File: src/rtl/videout_pkg.sv
// Shared palette-word layout, line tracker states and the code-to-linear
// expansion used by every video output channel.
package videout_pkg;

  localparam int unsigned PC_W      = 16;
  localparam int unsigned NIB_W     = 4;
  localparam int unsigned CODE_W    = 6;
  localparam int unsigned MAX_OUT_W = 10;

  localparam int unsigned R_NIB_HI  = 11;
  localparam int unsigned R_NIB_LO  = 8;
  localparam int unsigned G_NIB_HI  = 7;
  localparam int unsigned G_NIB_LO  = 4;
  localparam int unsigned B_NIB_HI  = 3;
  localparam int unsigned B_NIB_LO  = 0;

  localparam int unsigned R_LSB_BIT = 14;
  localparam int unsigned G_LSB_BIT = 13;
  localparam int unsigned B_LSB_BIT = 12;
  localparam int unsigned DARK_BIT  = 15;

  typedef enum logic [1:0] {
    CH_R = 2'd0,
    CH_G = 2'd1,
    CH_B = 2'd2
  } chan_e;

  typedef enum logic {
    LINE_BLANK  = 1'b0,
    LINE_ACTIVE = 1'b1
  } line_state_e;

  // Left-align the code and refill the low bits with its own MSBs; the
  // result sits right-justified in out_w bits. For out_w = 5 this reduces
  // to plain truncation of the code LSB.
  function automatic logic [MAX_OUT_W-1:0] expand_code(
    input logic [CODE_W-1:0] code,
    input int unsigned       out_w
  );
    logic [2*CODE_W-1:0] rep;
    rep = {code, code};
    return MAX_OUT_W'(rep >> (2 * CODE_W - out_w));
  endfunction

endpackage

File: src/rtl/videout_chan.sv
// One colour channel: palette field decode, width expansion, shadow and
// blanking. Purely combinational; the top level registers the result.
module videout_chan
  import videout_pkg::*;
#(
  parameter int unsigned OUT_W        = 8,
  parameter bit          SHADOW_HALVE = 1'b1,
  parameter chan_e       CHAN         = CH_R
) (
  input  logic [PC_W-1:0]  pc,
  input  logic             shadow,
  input  logic             nbnkb,
  output logic [OUT_W-1:0] value_c
);

  logic [NIB_W-1:0]  nib;
  logic              ch_lsb;
  logic [CODE_W-1:0] code;
  logic [OUT_W-1:0]  expanded;
  logic [OUT_W-1:0]  shaded;

  // Field select for this channel
  always_comb begin
    nib    = pc[R_NIB_HI:R_NIB_LO];
    ch_lsb = pc[R_LSB_BIT];
    case (CHAN)
      CH_G: begin
        nib    = pc[G_NIB_HI:G_NIB_LO];
        ch_lsb = pc[G_LSB_BIT];
      end
      CH_B: begin
        nib    = pc[B_NIB_HI:B_NIB_LO];
        ch_lsb = pc[B_LSB_BIT];
      end
      default: ;
    endcase
  end

  // Dark bit set clears the code LSB, i.e. one step darker
  assign code     = {nib, ch_lsb, ~pc[DARK_BIT]};
  assign expanded = OUT_W'(expand_code(code, OUT_W));
  assign shaded   = (SHADOW_HALVE && shadow) ? (expanded >> 1) : expanded;
  assign value_c  = nbnkb ? shaded : '0;

endmodule

File: src/rtl/videout_linear.sv
// Linear RGB video output stage: three channel decoders, a PIPE-deep output
// pipeline with aligned data-enable, and an active-run length tracker.
module videout_linear
  import videout_pkg::*;
#(
  parameter int unsigned OUT_W        = 8,
  parameter int unsigned PIPE         = 2,
  parameter bit          SHADOW_HALVE = 1'b1,
  parameter int unsigned CNT_W        = 9
) (
  input  logic             CLK_6MB,
  input  logic             RESET,
  input  logic             nBNKB,
  input  logic             SHADOW,
  input  logic [PC_W-1:0]  PC,
  output logic [OUT_W-1:0] VIDEO_R,
  output logic [OUT_W-1:0] VIDEO_G,
  output logic [OUT_W-1:0] VIDEO_B,
  output logic             VIDEO_DE,
  output logic [CNT_W-1:0] LINE_LEN,
  output logic             LINE_STB
);

  localparam int unsigned      PIX_W   = 3 * OUT_W + 1;
  localparam logic [CNT_W-1:0] CNT_MAX = '1;

  logic [OUT_W-1:0] r_c;
  logic [OUT_W-1:0] g_c;
  logic [OUT_W-1:0] b_c;
  logic [PIX_W-1:0] pix_c;
  logic [PIX_W-1:0] pipe_q [PIPE];

  videout_chan #(.OUT_W(OUT_W), .SHADOW_HALVE(SHADOW_HALVE), .CHAN(CH_R)) u_chan_r (
    .pc      (PC),
    .shadow  (SHADOW),
    .nbnkb   (nBNKB),
    .value_c (r_c)
  );

  videout_chan #(.OUT_W(OUT_W), .SHADOW_HALVE(SHADOW_HALVE), .CHAN(CH_G)) u_chan_g (
    .pc      (PC),
    .shadow  (SHADOW),
    .nbnkb   (nBNKB),
    .value_c (g_c)
  );

  videout_chan #(.OUT_W(OUT_W), .SHADOW_HALVE(SHADOW_HALVE), .CHAN(CH_B)) u_chan_b (
    .pc      (PC),
    .shadow  (SHADOW),
    .nbnkb   (nBNKB),
    .value_c (b_c)
  );

  assign pix_c = {nBNKB, r_c, g_c, b_c};

  // First stage captures the decoded pixel straight from the inputs
  always_ff @(posedge CLK_6MB) begin
    if (RESET) begin
      pipe_q[0] <= '0;
    end else begin
      pipe_q[0] <= pix_c;
    end
  end

  for (genvar s = 1; s < PIPE; s++) begin : g_pipe
    always_ff @(posedge CLK_6MB) begin
      if (RESET) begin
        pipe_q[s] <= '0;
      end else begin
        pipe_q[s] <= pipe_q[s-1];
      end
    end
  end

  assign {VIDEO_DE, VIDEO_R, VIDEO_G, VIDEO_B} = pipe_q[PIPE-1];

  // Run-length tracker; state doubles as the registered previous nBNKB
  line_state_e      state_q;
  line_state_e      state_d;
  logic [CNT_W-1:0] cnt_q;
  logic [CNT_W-1:0] cnt_d;
  logic [CNT_W-1:0] len_d;
  logic             stb_d;

  always_ff @(posedge CLK_6MB) begin
    if (RESET) begin
      state_q  <= LINE_BLANK;
      cnt_q    <= '0;
      LINE_LEN <= '0;
      LINE_STB <= 1'b0;
    end else begin
      state_q  <= state_d;
      cnt_q    <= cnt_d;
      LINE_LEN <= len_d;
      LINE_STB <= stb_d;
    end
  end

  always_comb begin
    state_d = state_q;
    cnt_d   = cnt_q;
    len_d   = LINE_LEN;
    stb_d   = 1'b0;
    case (state_q)
      LINE_BLANK: begin
        if (nBNKB) begin
          state_d = LINE_ACTIVE;
          cnt_d   = CNT_W'(1);
        end
      end
      LINE_ACTIVE: begin
        if (nBNKB) begin
          if (cnt_q != CNT_MAX) begin
            cnt_d = cnt_q + CNT_W'(1);
          end
        end else begin
          // Falling edge of the active window closes the line
          state_d = LINE_BLANK;
          len_d   = cnt_q;
          stb_d   = 1'b1;
          cnt_d   = '0;
        end
      end
      default: begin
        state_d = LINE_BLANK;
        cnt_d   = '0;
      end
    endcase
  end

endmodule

File: config.mk
export PLATFORM = sky130hd
export DESIGN_NAME = videout_linear
export DESIGN_NICKNAME = d
export VERILOG_FILES = /design/src/rtl/videout_pkg.sv /design/src/rtl/videout_chan.sv /design/src/rtl/videout_linear.sv
export SDC_FILE = /design/constraint.sdc
export NUM_CORES = 1
export LEC_CHECK = 0
export ABC_CLOCK_PERIOD_IN_PS = 2790
export CORE_MARGIN = 2
export CORE_UTILIZATION = 45
export CTS_CLUSTER_SIZE = 10
export DETAILED_ROUTE_END_ITERATION = 6
export PLACE_DENSITY_LB_ADDON = 0.05
export REMOVE_ABC_BUFFERS = 1
export SLEW_MARGIN = 0
export SYNTH_ARGS = -nofsm -noshare
export SYNTH_HDL_FRONTEND = slang
export SYNTH_SLANG_ARGS = --single-unit
File: constraint.sdc
create_clock -name CLK_6MB -period 2.79 [get_ports CLK_6MB]
set_input_delay 0.6975 -clock CLK_6MB [delete_from_list [all_inputs] [get_ports CLK_6MB]]
set_output_delay 0.6975 -clock CLK_6MB [all_outputs]
set_load 0.05 [all_outputs]
* After elaboration in Yosys (flattened, before gate mapping) *
Memories as Yosys holds them, arrays and structs flattened.
Cells that the tools add are included.

word-level totals
  memories kept = 1
  memory bits (writable) = 50
  input bits = 20
  bits in registers = 20
  output and inout bits = 35
  logic and storage cells = 34

cells by class
  reductions and logical operators = 3
  eq/ne operators = 3
  mux-type cells = 17
  bitwise operators = 5
  add/subtract/negate cells = 1

memories
  memory  words  bits a word  rd ports  clocked after Yosys merged registers in  write ports  RTL line              source
  pipe_q  2      25           2         0                                        2            videout_linear.sv:31  logic [PIX_W-1:0] pipe_q [PIPE];

operator list
  kind                   number
  $mux W25               2
  $mux W8                6
  $mux W9                3
  $pmux W9 S2            1
  $add A9 B1 Y9 const B  1
  $ne A9 B9 Y1 const B   1
  $mux W1                5
  $reduce_and A2 Y1      2
  $ne A3 B2 Y1 const B   1
  $not A1 Y1             3
  $ne A2 B2 Y1 const B   1
  $or A1 B1 Y1           2
  $reduce_or A2 Y1       1

* Longest topological paths before layout *
Gate-level depths: netlist (run 1).

  word-level depth = 4
  mapped depth = 8
  mapped depth without buffers = 7

* By module *
Synthesis (run 1) repeated with hierarchy kept, for this count alone.

unflattened totals
  cells, all modules = 261
  area, all modules = 2539.9 um2

modules (own cells, without submodules)
  module          cells an instance  area each (um2)  times used
  videout_linear  207                2187.1           1
  videout_chan    18                 117.6            3

* Worst setup path after synthesis (run 1) *
OpenSTA, ideal clock, no wires.

  path kind = register to register
  start = register cnt_q[0]
  end = register cnt_q[6]
  setup time = 0.070 ns
  cell stages (with the launch flop) = 9
  path slack = 0.912 ns
  buffers on the path = 1
  data arrival time = 1.808 ns
  data required time = 2.720 ns
  cells stage by stage = dfxtp_1 > ha_1 > nand3_1 > nor2_1 > ha_1 > and3_1 > buf_6 > or4_1 > a21oi_1

on the way
  word-level cells in the longest chain between the ends = 4
  elaborated cells between the ends (all ways) = 7
  classes of those cells = add/sub (1); eq/ne (2); mux (3); reduce/logical (1)

ends and longest elaborated chain
  item                    RTL line               source
  start, declared         videout_linear.sv:80   logic [CNT_W-1:0] cnt_q;
  start signal, assigned  videout_linear.sv:93   cnt_q <= cnt_d;
  $add A9 B1 Y9           videout_linear.sv:114  cnt_d = cnt_q + CNT_W'(1);
  $mux W9                 videout_linear.sv:113  if (cnt_q != CNT_MAX) begin
  $mux W9                 videout_linear.sv:112  if (nBNKB) begin
  $pmux W9 S2             videout_linear.sv:104  case (state_q)

Several ways; a longest one is shown, not always the timed one. The select of a mux whose other input is x is not followed.
A chain may end at the register's enable or synchronous reset.

==> impl_metrics.toml, run 1 <==
[outcome]
outcome = "finished clean"

[critical_path]
required_ns = 2.09
path_buf_inv = 1
path_delay_family = "buffers and inverters"
arrival_ns = 1.50
worst-path-stages = 1
path_class = "register to output port"
cp-start-kind = "register"
path_cells = "clkdlybuf4s50_1"
cpMaxStageDelayCell = "clkdlybuf4s50_1"
rr_worst_depth = 7
crit_path_end_kind = "output port"
slowest_delay_ns = 0.81
path_max_fanout = 2

[power_and_ir_drop]
p_comb_share_pct = 8.6
max-vdd-ir-drop_uv = 358
p_leak_nw = 1.11
seqPwrFrac_pct = 49.2
design_power_total_mw = 1.89
netSwitchingFraction_pct = 23.2
internal_power_mw = 1.45
powerDensity_nw_per_um2 = 636
p_clk_share_pct = 42.1
switchingPower_uw = 440

[timing]
setup_slack_ns = 0.596
slew_violations = 0
slew_headroom_pct = 55.8
fin_crit_ns = 2.19
rsz0062_at_grt = "no"
fmax_mhz = 456
setup_tns_ns = 0
hold_viol = 0
clock_skew_ns = 0.00582
setup_viol = 0
hold_ws_ns = 0.436
finalCritPeriodShare_pct = 78.6
worstMarginPinSlew_ns = 0.661

[floorplan]
num_io_pins = 55
die_area_um2 = 5490
die_y_um = 74.1
row_count = 25
start_util_pct = 46.8
coreArea_um2 = 4720
die_width_um = 74.1

[layout]
drive_gt1_share_pct = 8.16
final_cell_mix = "dfxtp_1 (63), clkdlybuf4s50_1 (54), nor2b_1 (23)"
final_common_cell = "dfxtp_1"
fin_util_pct = 63.1
n_antenna_cell = 0
fillers = 412
final_cells = 349
final_cell_area_um2 = 2980
area_growth_pct = 34.9
nets = 299

[global_route]
antenna_found_initial = 0
overflow = 0
globalRouteTotalUtil_pct = 16.8
grt_pass1_wl_um = 6840
grt_max_degree = 36
first_global_vias = 1515

[cts]
cts-root-buf = "clkbuf_8"
cts_tree = "done"
clk_pin_slew_ns = 0.07
cts_resized = 0
cts_buffers = 9
cts.path.max_buffers = 2
cts_max_level = 3
hold_buffers = 0
post-cts-setup-buffers = 0
cts.sinks = 63
clk_latency_ns = 0.33

[hold_path]
min_delay_path_depth = 1
hp-class = "register to register"

[routing]
drc = 0
drtAntennaViolNets = 0
wl_per_cell_um = 11.6
viasPerCell = 4.64
drt_wl_total_um = 4050
dr.pass1.iters = 4
drt_iter0_drc = 128
vias = 1620

[logic_synthesis]
synth.area.top_cells = "dfxtp_1 (57%), nor2b_1 (6.5%), mux2i_1 (5.9%)"
synthCells = 224
synth.top_cell.area_share_pct = 57.0
yosys_warnings = 0
syn_area_um2 = 2210
ys_ff_latch = 63
synth_top_area_cell = "dfxtp_1"
ys_seq_area_share_pct = 57.0
yosys.cell_types.count = 36
post_synth.cell_area_avg_um2 = 9.87

[run]
cap_violations = 0

[placement]
dp_cells = 333
placed_area_um2 = 2770
dp_slack_ns = 0.507
dpl.hpwl_um = 2800
place.port_buffers = 54
finalWeightedCongestion = 0.774
## cells by family after synthesis
logic type	share of synthesized area, %
muxes	5.89
and+or+nand+nor	22.1
xor gates and xnor gates	0.396
adders and majority gates	1.13
DFF	57.0
buffers and inverters	4.81
AOI/OAI and AO/OA	8.66
## worst paths after layout
check | startpoint | to | slack [ns]
max | pipe_q[1][14] | VIDEO_G[6] | 0.60
min | pipe_q[0][12] | pipe_q[1][12] | 0.44
max reg2reg | cnt_q[0] | cnt_q[7] | 0.75
min reg2reg | pipe_q[0][12] | pipe_q[1][12] | 0.44
## worst register-to-register path: stages (launching register included)
cell     delay [ns]
dfxtp_1        0.36
ha_1           0.28
nand3_1        0.11
nor2_1         0.05
ha_1           0.23
and3b_4        0.33
or4b_1         0.45
a31oi_1        0.17
## per-layer routing
| metal | vias up | global-route usage, % | routed length, µm |
|---|---|---|---|
| li1 | 850 | - | - |
| met1 | 722 | 19.7 | 1860 |
| met2 | 41 | 25.9 | 1840 |
| met3 | 7 | 8.94 | 284 |
| met4 | 0 | 6.67 | 57 |
| met5 | - | 0 | 0 |
## cell type report
| type | count | area (µm²) | share of cell area, % |
|---|---|---|---|
| Tap cell | 67 | 83.8 | 2.81 |
| Multi-Input combinational cell | 141 | 843 | 28.3 |
| Clock buffer | 11 | 151 | 5.08 |
| Clock inverter | 5 | 56.3 | 1.89 |
| Inverter | 4 | 15.0 | 0.504 |
| Timing Repair Buffer | 58 | 571 | 19.1 |
| Sequential cell | 63 | 1260 | 42.3 |
## synth_stat cells
cell type / n
dfxtp_1: 63
nor2b_1: 23
nand2_1: 22
nor2_1: 20
a21oi_1: 19
mux2i_1: 13
clkbuf_1: 8
nand2b_1: 8
o21ai_0: 5
buf_4: 4
inv_1: 4
nand3_1: 4
nor3b_1: 3
buf_6: 2
ha_1: 2
o211ai_1: 2
o31ai_1: 2
or4_1: 2
a21bo_2: 1
a221oi_1: 1
a22oi_1: 1
a31oi_1: 1
and3_1: 1
and3b_4: 1
buf_1: 1
buf_2: 1
nand3_2: 1
nand3b_1: 1
nand4_1: 1
nor3_1: 1
nor4_1: 1
o31a_1: 1
or3_1: 1
or3b_1: 1
or4b_1: 1
xnor2_1: 1
## power groups by stage
stage	clock, mW	combinational [mW]	sequential, mW
2_1_floorplan	0	0.0463	0.990
3_3_place_gp	0	0.165	0.953
3_5_place_dp	0	0.166	0.953
4_1_cts	0.820	0.166	0.933
5_1_grt	0.869	0.178	0.935
6_report	0.798	0.164	0.933
## state kept, by name (all words and copies together), names as in the netlist
| register | count |
|---|---|
| pipe_q | 44 |
| LINE_LEN | 9 |
| cnt_q | 9 |
| LINE_STB | 1 |
Note: power is estimated with default switching activity, not from simulation.
==> inputs of run 2 (changes only) <==
--- a/config.mk
+++ b/config.mk
@@ -5,9 +5,9 @@
 export SDC_FILE = /design/constraint.sdc
 export NUM_CORES = 1
 export LEC_CHECK = 0
-export ABC_CLOCK_PERIOD_IN_PS = 2790
+export ABC_CLOCK_PERIOD_IN_PS = 1800
 export CORE_MARGIN = 2
-export CORE_UTILIZATION = 45
+export CORE_UTILIZATION = 43
 export CTS_CLUSTER_SIZE = 10
 export DETAILED_ROUTE_END_ITERATION = 6
 export PLACE_DENSITY_LB_ADDON = 0.05
==> constraint.sdc (replaced) <==
create_clock -name CLK_6MB -period 1.8 [get_ports CLK_6MB]
set_input_delay 0.45 -clock CLK_6MB [delete_from_list [all_inputs] [get_ports CLK_6MB]]
set_output_delay 0.45 -clock CLK_6MB [all_outputs]
set_load 0.05 [all_outputs]
==> impl_metrics.toml, run 2 (synthesis results as in run 1) <==
[global_route]
grt_max_degree = 29
globalRouteTotalUtil_pct = 16.8
first_global_vias = 1561
grt_pass1_wl_um = 6980
overflow = 0
antenna_found_initial = 0

[cts]
cts_tree = "done"
cts_buffers = 9
cts.sinks = 63
cts.path.max_buffers = 2
clk_latency_ns = 0.33
cts_max_level = 3
cts-root-buf = "clkbuf_8"
clk_pin_slew_ns = 0.07

[layout]
largest-register = "pipe_q"
area_growth_pct = 40.0
final_common_cell = "dfxtp_1"
drive_gt1_share_pct = 28.4
reg_top3 = "pipe_q x44, LINE_LEN x9, cnt_q x9"
n_antenna_cell = 0
nets = 321
fin_util_pct = 61.4
largest_reg_flops = 44
final_cell_mix = "dfxtp_1 (61), buf_4 (58), nor2b_1 (23)"

[timing]
setup_viol = 0
slew_violations = 0
slew_headroom_pct = 74.4
hold_ws_ns = 0.434
worstMarginPinSlew_ns = 0.383
finalCritPeriodShare_pct = 98.2
rsz0062_at_grt = "yes"
fmax_mhz = 566
hold_viol = 0
fin_crit_ns = 1.77
clock_skew_ns = 0.00432

[power_and_ir_drop]
max-vdd-ir-drop_uv = 607
powerDensity_nw_per_um2 = 898
p_leak_nw = 1.28

[hold_path]
hp-class = "register to register"
hp-start = "pipe_q[0][15]"

[routing]
drc = 0
viasPerCell = 4.69
drt_wl_total_um = 4390
drtAntennaViolNets = 0
dr.pass1.iters = 4
drt_iter0_drc = 55
vias = 1749
wl_per_cell_um = 11.8

[critical_path]
critPathLaunch = "cnt_q[0]"
arrival_ns = 2.02
cp-start-kind = "register"
r2r_start = "cnt_q[0]"
required_ns = 2.06
path_class = "register to register"
path_max_fanout = 3
crit_path_end_kind = "register"

[placement]
finalWeightedCongestion = 0.824
place.port_buffers = 54
dpl.hpwl_um = 3100

[outcome]
outcome = "finished clean"

[floorplan]
die_area_um2 = 5730
coreArea_um2 = 5040
die_width_um = 75.7
row_count = 26
num_io_pins = 55
die_y_um = 75.7
start_util_pct = 43.8

[run]
cap_violations = 0
==> run 2: changes by cell type in the layout (fill, tap and decap cells not counted), sizes merged <==
cell	delta
clkinv	-1
buf	+57
clkbuf	-1
clkinvlp	+1
bufinv	-1
clkdlybuf4s50	-35
inv	+1
==> run 2: area by class of cell <==
| type | instances | area, µm² |
|---|---|---|
| tap | 70 | 87.6 |
| inverter | 4 | 15.0 |
| timing repair buffer | 80 | 686 |
| clock buffer | 10 | 138 |
| fill | 446 | 1950 |
| sequential | 63 | 1260 |
| multi-input combinational | 141 | 871 |
| clock inverter | 5 | 33.8 |
==> run 2: routing by layer <==
metal,global-route usage (%),up-vias,part of all wire (%)
li1,-,890,-
met4,10.5,0,2.1
met2,26.1,61,48
met5,0,-,0
met1,20.4,789,44
met3,4.76,9,6.2
==> run 2: through the flow <==
| step | cell area, µm² | total power, mW | setup WS (ns) | cells | setup TNS (ns) |
|---|---|---|---|---|---|
| final | 3090 | 2.78 | 0.0328 | 373 | 0 |
| after global routing | 3090 | 2.90 | -0.0375 | 373 | -0.0375 |
| after CTS | 3060 | 2.81 | 0.0229 | 372 | 0 |
| after detailed placement | 2890 | 1.76 | -0.184 | 357 | -0.777 |
| after global placement | 2890 | 1.76 | -0.156 | 357 | -0.601 |
| after floorplan | 2120 | 1.61 | -0.0409 | 208 | -0.0708 |
==> run 2: critical path: stages, from the launching register on <==
cell and delay (ns):
dfxtp_2 0.34, ha_4 0.16, nand3_2 0.07, nor2_2 0.04, ha_2 0.21, and3b_4 0.29
or4b_1 0.43, a31oi_1 0.17
==> run 2: power by group <==
group	switching, mW	leakage, nW	internal, mW
combinational	0.152	0.684	0.130
sequential	0.0137	0.514	1.43
clock	0.522	0.0845	0.528
total	0.687	1.28	2.09
==> run 2: worst paths after layout <==
kind	slack [ns]	end	cells past startpoint
max	0.03	cnt_q[7]	7
min	0.43	pipe_q[1][15]	1
max reg2reg	0.03	cnt_q[7]	7
min reg2reg	0.43	pipe_q[1][15]	1
==> run 2: what timing repair did <==
item                                    in CTS  in global routing
pin swaps                                    1                  4
setup buffers                                0                  1
gates resized for setup                      3                  6
endpoints found under the setup margin       4                  4
hold buffers                                 0                  0
==> inputs of run 3 (changes only) <==
--- a/config.mk
+++ b/config.mk
@@ -8,6 +8,7 @@
 export ABC_CLOCK_PERIOD_IN_PS = 1800
 export CORE_MARGIN = 2
 export CORE_UTILIZATION = 43
+export CTS_CLUSTER_DIAMETER = 100
 export CTS_CLUSTER_SIZE = 10
 export DETAILED_ROUTE_END_ITERATION = 6
 export PLACE_DENSITY_LB_ADDON = 0.05
==> results of run 3 <==
Same layout as run 2: the final DEF is identical, and so are final timing and power.
